--- src/rtl/softmax_sequencer_if.sv ---
// rtl/softmax_sequencer_if.sv - row-load handshake, PE operand/result bus and result stream bundle
//
// Purpose: groups the handshake and bus signals of softmax_sequencer.
// Ports (modport master = sequencer side, slave = environment/PE side):
//   in_valid, in_data, in_ready       row-element load handshake
//   op_code, input_up, vertical_bus   operation and operands issued to the PE
//   pe_result                         PE output_down, valid one cycle after issue
//   result_valid, result_data         normalized output stream (no backpressure)

interface softmax_sequencer_if #(
  parameter int BITWIDTH = 16
);
  logic                in_valid;
  logic                in_ready;
  logic [BITWIDTH-1:0] in_data;
  logic [2:0]          op_code;
  logic [BITWIDTH-1:0] input_up;
  logic [BITWIDTH-1:0] vertical_bus;
  logic [BITWIDTH-1:0] pe_result;
  logic                result_valid;
  logic [BITWIDTH-1:0] result_data;

  modport master (
    input  in_valid, in_data, pe_result,
    output in_ready, op_code, input_up, vertical_bus, result_valid, result_data
  );

  modport slave (
    output in_valid, in_data, pe_result,
    input  in_ready, op_code, input_up, vertical_bus, result_valid, result_data
  );
endinterface

--- src/rtl/softmax_sequencer.sv ---
// rtl/softmax_sequencer.sv - sequences one softmax row through a PE: load, max, exp, sum, divide
//
// Purpose: buffers ROW_LEN elements, then streams them to the PE in four passes
// (max, exp with in-place writeback, sum, divide) and forwards the divide
// results as the output stream.
// Ports:
//   clk    clock, rising edge
//   reset  asynchronous, active-high
//   start  begin one row (sampled only in IDLE)
//   busy   state is not IDLE
//   done   one-cycle completion pulse
//   bus    softmax_sequencer_if.master (load handshake, PE bus, result stream)

module softmax_sequencer #(
  parameter int BITWIDTH = 16,
  parameter int ROW_LEN  = 8
) (
  input  logic                       clk,
  input  logic                       reset,
  input  logic                       start,
  output logic                       busy,
  output logic                       done,
  softmax_sequencer_if.master        bus
);

  localparam int IW = (ROW_LEN > 1) ? $clog2(ROW_LEN) : 1;
  localparam logic [IW-1:0] LAST = IW'(ROW_LEN - 1);

  localparam logic [2:0] OP_MAX = 3'b000;
  localparam logic [2:0] OP_EXP = 3'b001;
  localparam logic [2:0] OP_ADD = 3'b010;
  localparam logic [2:0] OP_DIV = 3'b011;

  typedef enum logic [3:0] {
    IDLE, LOAD, MAX, MAX_DR, EXP, EXP_DR, SUM, SUM_DR, DIV, DIV_DR, DONE
  } state_t;

  state_t              state;
  logic [IW-1:0]       idx;
  logic [IW-1:0]       idx_next;
  logic                iss_v;
  logic [IW-1:0]       iss_idx;
  logic [BITWIDTH-1:0] max_reg;
  logic [BITWIDTH-1:0] sum_reg;
  logic [2:0]          op_code_q;
  logic [BITWIDTH-1:0] input_up_q;
  logic                in_ready_q;
  logic                result_valid;
  logic [BITWIDTH-1:0] row_buf [ROW_LEN];

  assign idx_next = idx + IW'(1);

  function automatic state_t drain_of(input state_t s);
    case (s)
      MAX:     return MAX_DR;
      EXP:     return EXP_DR;
      SUM:     return SUM_DR;
      default: return DIV_DR;
    endcase
  endfunction

  // Outputs are registered with the value they must show in the next state,
  // so every transition also loads the first operand of the next pass.
  always_ff @(posedge clk or posedge reset) begin
    if (reset) begin
      state      <= IDLE;
      idx        <= '0;
      iss_v      <= 1'b0;
      iss_idx    <= '0;
      max_reg    <= '0;
      sum_reg    <= '0;
      op_code_q  <= OP_MAX;
      input_up_q <= '0;
      in_ready_q <= 1'b0;
      busy       <= 1'b0;
      done       <= 1'b0;
    end else begin
      iss_v <= 1'b0;
      done  <= 1'b0;
      case (state)
        IDLE: begin
          if (start) begin
            state      <= LOAD;
            idx        <= '0;
            in_ready_q <= 1'b1;
            busy       <= 1'b1;
          end
        end
        LOAD: begin
          if (bus.in_valid && in_ready_q) begin
            if (idx == LAST) begin
              // buf[0] was written on an earlier accept (ROW_LEN >= 2)
              idx        <= '0;
              state      <= MAX;
              in_ready_q <= 1'b0;
              op_code_q  <= OP_MAX;
              input_up_q <= row_buf[0];
            end else begin
              idx <= idx_next;
            end
          end
        end
        MAX, EXP, SUM, DIV: begin
          iss_v   <= 1'b1;
          iss_idx <= idx;
          if (idx == LAST) begin
            // input_up holds buf[ROW_LEN-1] through the drain cycle
            idx   <= '0;
            state <= drain_of(state);
          end else begin
            idx        <= idx_next;
            input_up_q <= row_buf[idx_next];
          end
        end
        MAX_DR: begin
          max_reg    <= bus.pe_result;
          op_code_q  <= OP_EXP;
          input_up_q <= row_buf[0];
          state      <= EXP;
        end
        EXP_DR: begin
          // buf[0] was rewritten early in EXP, so SUM reads the exp values
          op_code_q  <= OP_ADD;
          input_up_q <= row_buf[0];
          state      <= SUM;
        end
        SUM_DR: begin
          sum_reg    <= bus.pe_result;
          op_code_q  <= OP_DIV;
          input_up_q <= row_buf[0];
          state      <= DIV;
        end
        DIV_DR: begin
          op_code_q  <= OP_MAX;
          input_up_q <= '0;
          done       <= 1'b1;
          state      <= DONE;
        end
        DONE: begin
          busy  <= 1'b0;
          state <= IDLE;
        end
        default: state <= IDLE;
      endcase
    end
  end

  // Element storage: loaded during LOAD, overwritten in place by exp results.
  always_ff @(posedge clk) begin
    if (state == LOAD && bus.in_valid && in_ready_q) begin
      row_buf[idx] <= bus.in_data;
    end else if ((state == EXP || state == EXP_DR) && iss_v) begin
      row_buf[iss_idx] <= bus.pe_result;
    end
  end

  // The divide result is forwarded in the cycle the PE presents it.
  assign result_valid     = iss_v && (state == DIV || state == DIV_DR);
  assign bus.result_valid = result_valid;
  assign bus.result_data  = result_valid ? bus.pe_result : '0;
  assign bus.vertical_bus = (state == DIV || state == DIV_DR) ? sum_reg : max_reg;
  assign bus.in_ready     = in_ready_q;
  assign bus.op_code      = op_code_q;
  assign bus.input_up     = input_up_q;

endmodule

--- src/flat_wrapper.sv ---
// flat-port wrapper written by rule: the top's interface ports become plain ports
module softmax_sequencer_flat 
#(
  parameter int BITWIDTH = 16,
  parameter int ROW_LEN  = 8
)
  (clk, reset, start, busy, done, bus_in_valid, bus_in_data, bus_pe_result, bus_in_ready, bus_op_code, bus_input_up, bus_vertical_bus, bus_result_valid, bus_result_data);
  softmax_sequencer_if #(.BITWIDTH(BITWIDTH)) bus_i ();
  input  logic clk;
  input  logic reset;
  input  logic start;
  output logic busy;
  output logic done;
  input wire logic [$bits(bus_i.in_valid)-1:0] bus_in_valid;
  input wire logic [$bits(bus_i.in_data)-1:0] bus_in_data;
  input wire logic [$bits(bus_i.pe_result)-1:0] bus_pe_result;
  output wire logic [$bits(bus_i.in_ready)-1:0] bus_in_ready;
  output wire logic [$bits(bus_i.op_code)-1:0] bus_op_code;
  output wire logic [$bits(bus_i.input_up)-1:0] bus_input_up;
  output wire logic [$bits(bus_i.vertical_bus)-1:0] bus_vertical_bus;
  output wire logic [$bits(bus_i.result_valid)-1:0] bus_result_valid;
  output wire logic [$bits(bus_i.result_data)-1:0] bus_result_data;
  assign bus_i.in_valid = bus_in_valid;
  assign bus_i.in_data = bus_in_data;
  assign bus_i.pe_result = bus_pe_result;
  assign bus_in_ready = bus_i.in_ready;
  assign bus_op_code = bus_i.op_code;
  assign bus_input_up = bus_i.input_up;
  assign bus_vertical_bus = bus_i.vertical_bus;
  assign bus_result_valid = bus_i.result_valid;
  assign bus_result_data = bus_i.result_data;
  softmax_sequencer #(.BITWIDTH(BITWIDTH), .ROW_LEN(ROW_LEN)) u_core (.clk(clk), .reset(reset), .start(start), .busy(busy), .done(done), .bus(bus_i));
endmodule
--- config.mk ---
export PLATFORM = sky130hd
export DESIGN_NAME = softmax_sequencer_flat
export DESIGN_NICKNAME = d
export VERILOG_FILES = /design/src/rtl/softmax_sequencer_if.sv /design/src/rtl/softmax_sequencer.sv /design/src/flat_wrapper.sv
export SDC_FILE = /design/constraint.sdc
export NUM_CORES = 1
export LEC_CHECK = 0
export CAP_MARGIN = 20
export CORE_MARGIN = 2
export CORE_UTILIZATION = 30
export CTS_BUF_LIST = sky130_fd_sc_hd__clkbuf_8
export CTS_CLUSTER_SIZE = 16
export DETAILED_ROUTE_END_ITERATION = 10
export SLEW_MARGIN = 0
export SYNTH_ARGS = -nofsm -noshare
export SYNTH_HDL_FRONTEND = slang
export SYNTH_SLANG_ARGS = --single-unit
--- constraint.sdc ---
create_clock -name clk -period 2.25 [get_ports clk]
set_input_delay 0.45 -clock clk [delete_from_list [all_inputs] [get_ports clk]]
set_output_delay 0.45 -clock clk [all_outputs]
set_load 0.01 [all_outputs]
## After elaboration in Yosys (flattened, before gate mapping)

Memories as Yosys holds them, arrays and structs flattened.
Cells that the tools add are included.
Widths: inputs -> output; s select.

- Bits in registers: 65
- RAM bits: 128
- Input port bits: 36
- Output and inout bits: 55
- Word-level logic and storage cells: 85
- Memories kept: 1

Memories:

| memory | words | width | read ports | clocked after memory_dff | write ports | RTL line | source |
|---|---|---|---|---|---|---|---|
| u_core.row_buf | 8 | 16 | 2 | 0 | 1 | softmax_sequencer.sv:49 | `logic [BITWIDTH-1:0] row_buf [ROW_LEN];` |

- Add/sub/neg operators: 1
- Equality and inequality tests: 16
- Muxes and demuxes: 34
- Reduce and logical (&&, ||, !) cells: 22

Operator list:

| cell | count |
|---|---|
| $mux 16 | 6 |
| $pmux 16 s4 | 1 |
| $pmux 4 s7 | 1 |
| $mux 3 | 6 |
| $eq 4x3->1 const B | 4 |
| $mux 4 | 4 |
| $reduce_or 16->1 | 1 |
| $pmux 3 s5 | 1 |
| $eq 4x4->1 const B | 3 |
| $pmux 4 s3 | 1 |
| $reduce_and 4->1 | 3 |
| $mux 1 | 11 |
| $pmux 3 s3 | 1 |
| $eq 4x2->1 const B | 2 |
| $ne 2x1->1 const B | 3 |
| $reduce_and 3->1 | 2 |
| $logic_and 1x1->1 | 5 |
| $reduce_bool 5->1 | 1 |
| $eq 4x1->1 const B | 1 |
| $logic_not 4->1 | 1 |
| $ne 2x2->1 const B | 2 |
| $pmux 1 s2 | 2 |
| $reduce_bool 2->1 | 2 |
| $reduce_bool 4->1 | 1 |
| other kinds (7) | 8 |

## Longest topological paths before layout

- Depth in word-level cells: 8
- Gate-level depth with buffers: 9
- Gate-level depth less buffers: 6

## Least setup slack after synthesis

Ideal clock, no wire load.

- Kind: reg-to-reg
- From: register u_core.state[1]
- To: memory u_core.row_buf[6][0] (enable)
- Library setup time: 0.388 ns
- Data arrival time: 2.047 ns
- Data required time: 1.862 ns
- Setup slack: -0.186 ns
- Stages on the path, launching flop included: 7
- Path buffers: 3
- Path through: dfrtp_1 > buf_2 > nor4bb_1 > buf_2 > buf_2 > a31oi_1 > nor2_1

- Word-level cells in the longest chain between the ends: 8
- Elaborated cells between the ends (all ways): 15
- Those cells by class: eq/ne (3); mux (7); reduce/logical (5)

Ends and longest elaborated chain:

| item | RTL line | source |
|---|---|---|
| from (decl) | softmax_sequencer.sv:38 | `state_t state;` |
| from (signal assigned) | softmax_sequencer.sv:109 | `state <= drain_of(state);` |
| $eq 4x3->1 | softmax_sequencer.sv:152 | `end else if ((state == EXP \|\| state == EXP_DR) && iss_v) begin` |
| $logic_or 1x1->1 | softmax_sequencer.sv:152 |  |
| $logic_and 1x1->1 | softmax_sequencer.sv:152 |  |
| $mux 1 | softmax_sequencer.sv:152 |  |
| $mux 1 | softmax_sequencer.sv:150 | `if (state == LOAD && bus.in_valid && in_ready_q) begin` |
| $mux 1 (not written as such) | softmax_sequencer.sv:153 | `row_buf[iss_idx] <= bus.pe_result;` |
| $reduce_or 16->1 (no line) | - |  |
| $mux 3 (no line) / $mux 1 (equally long branches) | - |  |
| to (decl) | softmax_sequencer.sv:49 |  |

Several ways; a longest one is shown, not always the timed one.

## Worst setup path after layout

- From: register u_core.state[1]
- To: output port bus_vertical_bus[2]

- Word-level cells in the longest chain between the ends: 3
- Elaborated cells between the ends (all ways): 4
- Those cells by class: eq/ne (2); mux (1); reduce/logical (1)

Ends and longest elaborated chain:

| item | RTL line | source |
|---|---|---|
| $eq 4x4->1 | softmax_sequencer.sv:161 | `assign bus.vertical_bus = (state == DIV \|\| state == DIV_DR) ? sum_reg : max_reg;` |
| $logic_or 1x1->1 * | softmax_sequencer.sv:161 |  |
| $mux 16 * | softmax_sequencer.sv:161 |  |
| to (decl) | flat_wrapper.sv:20 | `output wire logic [$bits(bus_i.vertical_bus)-1:0] bus_vertical_bus;` |

Mark *: on every way between the ends. The rest lies on a longest branch, timed or not.

==> flow_summary.toml <==
[power_and_ir_drop]
switching_power_mw = 4.51
pwr-share-clk_pct = 17.4
powerDensity_nw_per_um2 = 1190
seqPwrFrac_pct = 36.8
ir_worst_vdd_uv = 628
leakagePower_nw = 4.00
p_int_mw = 8.26
sw_frac_of_total_pct = 35.3
pwr-share-comb_pct = 45.8

[timing]
clock_skew_ns = 0.0150
drv_slew = 0
setup_ws_ns = -0.0567
hold_violations = 0
whs_ns = 0.353
fin_tns_setup_ns = -0.852
period_share_pct = 103
max_freq_mhz = 434
period_needed_ns = 2.31
finalSetupViolations = 23
rsz0062_at_grt = "yes"

[yosys]
synth-main-ff-cell = "edfxtp_1"
synth_top_family_by_area = "multiplexers"
synthAdderAreaFrac_pct = 0.300
async_flop_share_pct = 33.3
ys_types = 49
synthCells = 581
synth-simple-area-share_pct = 7.66
netlist.area_leader.share_pct = 46.0
synth-seq-cells = 192
yosys_warnings = 0
muxShareOfSynthArea_pct = 13.5
yosysSeqAreaShare_pct = 65.2
yosysTopAreaCell = "edfxtp_1"
netlist_area_um2 = 8350
syn-num-nets = 619
synth_edf_count = 128
synth-compound-area-share_pct = 10.2
synth_xor_area_share_pct = 0.105
avgSynthCellArea_um2 = 14.4
synth_area_leaders = "edfxtp_1, dfrtp_1, mux2_2"

[setup_path]
path_class = "reg -> out"
cp.arrival_ns = 1.86
cp_max_fo = 8
start_kind = "flip-flop"
endpoint_kind = "primary output"
required_ns = 1.80

[finish]
fin_nets = 757
syn2layout_area_growth_pct = 28.9
drive_above_1_share_pct = 32.9
multiInputGateArea_um2 = 2760
seq_area_um2 = 5450
post-route-util_pct = 39.0
largest_reg_flops = 128
largest-register = "u_core.row_buf"
stdcell_area_um2 = 10800
antenna_cells = 0
fill_cells = 2624

[floorplan]
ios = 91
die_h_um = 171
placementRows = 61
start_util_pct = 30.2
coreArea_um2 = 27600
die_width_um = 171
fp.dieArea_um2 = 29200

[grt]
grt_pass1_vias = 5368
antenna_found_initial = 0
track_usage_pct = 14.9
grt_max_degree = 65
grt_overflow_total = 0
grt_pass1_wl_um = 32100

[run_status]
violations = "setup timing"
outcome = "finished with violations"

[placement]
place.gp.congestion = 0.789
portBuffers = 89
dp_hpwl_um = 13700
placed_area_um2 = 10100

[routing]
first_iter_violations = 451
via_per_inst = 4.87
drc = 0
via_count = 5403
antenna_left = 0
dr.pass1.iters = 5
drt_wl_total_um = 21500
avgRoutedWirePerCell_um = 19.4

[run]
drv_cap = 0

[hold_path]
min_path_type = "in -> async"

[clock_tree]
htreeDepth = 4
cts_tree = "yes"
clkSinkCount = 192
worstSkewPairLatency_ns = 0.47
cts_buffer_depth = 2
cts_buffers = 17
root_buffer = "clkbuf_8"
path_clk_slew_ns = 0.10
[cell usage after synthesis (all sizes together), types with 5 or more instances]
| master | n |
|---|---|
| edfxtp | 128 |
| mux2 | 80 |
| dfrtp | 64 |
| nor2 | 34 |
| and3 | 30 |
| buf | 26 |
| mux2i | 18 |
| nand2 | 18 |
| o22ai | 18 |
| clkbuf | 17 |
| a221o | 15 |
| and2 | 15 |
| o31ai | 15 |
| a211oi | 14 |
| o221ai | 14 |
| a21oi | 10 |
| a31oi | 8 |
| inv | 8 |
| o21ai | 8 |
| nor3 | 5 |
[metrics by stage]
stage               total power [mW]  instances  setup WS [ns]
detailed placement              10.3       1068        -0.0622
global route                    13.4       1110         -0.140
floorplan                       7.93        581         -0.186
CTS                             12.8       1110         -0.151
finish                          12.8       1110        -0.0567
global placement                10.2       1068        -0.0893
[routing by layer]
metal	up-vias	share of wire (%)	GRT usage [%]	routed length [µm]
met1	2727	46	20.0	9830
li1	2519	-	-	-
met2	125	48	24.2	10400
met4	0	2.1	5.12	444
met5	-	0	0	0
met3	32	4.0	2.98	865
[logic make-up (layout without fill, tap and decap cells)]
logic type                 after synthesis  count (layout)
xor gates and xnor gates                 1               1
adders and majority gates                2               2
and+or+nand+nor                        119             119
buffers and inverters                   52             203
AOI/OAI and AO/OA                      114             114
muxes                                  100             100
other                                    1               1
DFF                                    192             192
[timing repair]
action | in CTS | in global routing
resized for setup | 155 | 17
hold buffers | 0 | 0
setup endpoints to repair | 34 | 85
setup buffers | 6 | 2
pin swaps | 1 | 3
cloned | 4 | 1
[power by group through the flow]
stage,combinational [mW],sequential (mW),clock (mW)
final,5.85,4.70,2.22
after floorplan,3.18,4.75,0
after global routing,6.28,4.77,2.39
after global placement,5.45,4.76,0
after CTS,5.87,4.70,2.26
after detailed placement,5.49,4.76,0
[cell type report]
type | count | share of cell area, %
Tap cell | 378 | 4.39
Clock buffer | 17 | 2.17
Timing Repair Buffer | 162 | 15.5
Multi-Input combinational cell | 337 | 25.6
Inverter | 9 | 0.314
Sequential cell | 192 | 50.6
Clock inverter | 15 | 1.42
[final timing paths]
check	startpoint	slack [ns]	cells past startpoint	to
max in group asynchronous	reset	1.57	3	u_core.bus.input_up[2]
worst min register to register	u_core.bus.op_code[1]	0.50	2	u_core.bus.op_code[1]
min in group clk	u_core.bus.op_code[1]	0.50	2	u_core.bus.op_code[1]
worst min-delay path	reset	0.35	3	u_core.sum_reg[1]
worst max-delay path	u_core.state[1]	-0.06	5	bus_vertical_bus[2]
worst max register to register	u_core.idx[0]	0.10	7	u_core.bus.input_up[5]
[placed cells by master (no fill, tap or decap), drive strengths merged, types with 2 or more instances in the layout]
cell type and count:
nor3 5, a211oi 14, clkinv 6, and2 15
a31oi 8, or3 2, nand2 18, clkdlybuf4s50 56
o22ai 18, mux2 80, o21ai 8, dfrtp 64
nor2 34, a211o 2, ha 2, a221oi 2
edfxtp 128, nor2b 3, o211ai 2, clkbuf 18
nor3b 3, nand2b 3, a221o 15, mux4 2
a22oi 2, clkdlybuf4s15 7, buf 97, inv 14
and3 30, o21a 2, clkinvlp 3, or2 2
mux2i 18, o221ai 14, a21oi 10, o31ai 15
nand3 2
[worst max-delay path, stage by stage (launching register included)]
cell and delay (ns):
dfrtp_1 0.42, nor3b_4 0.21, buf_6 0.17, buf_12 0.15, mux2_4 0.31, buf_6 0.12
Note: power is estimated with default switching activity, not from simulation.
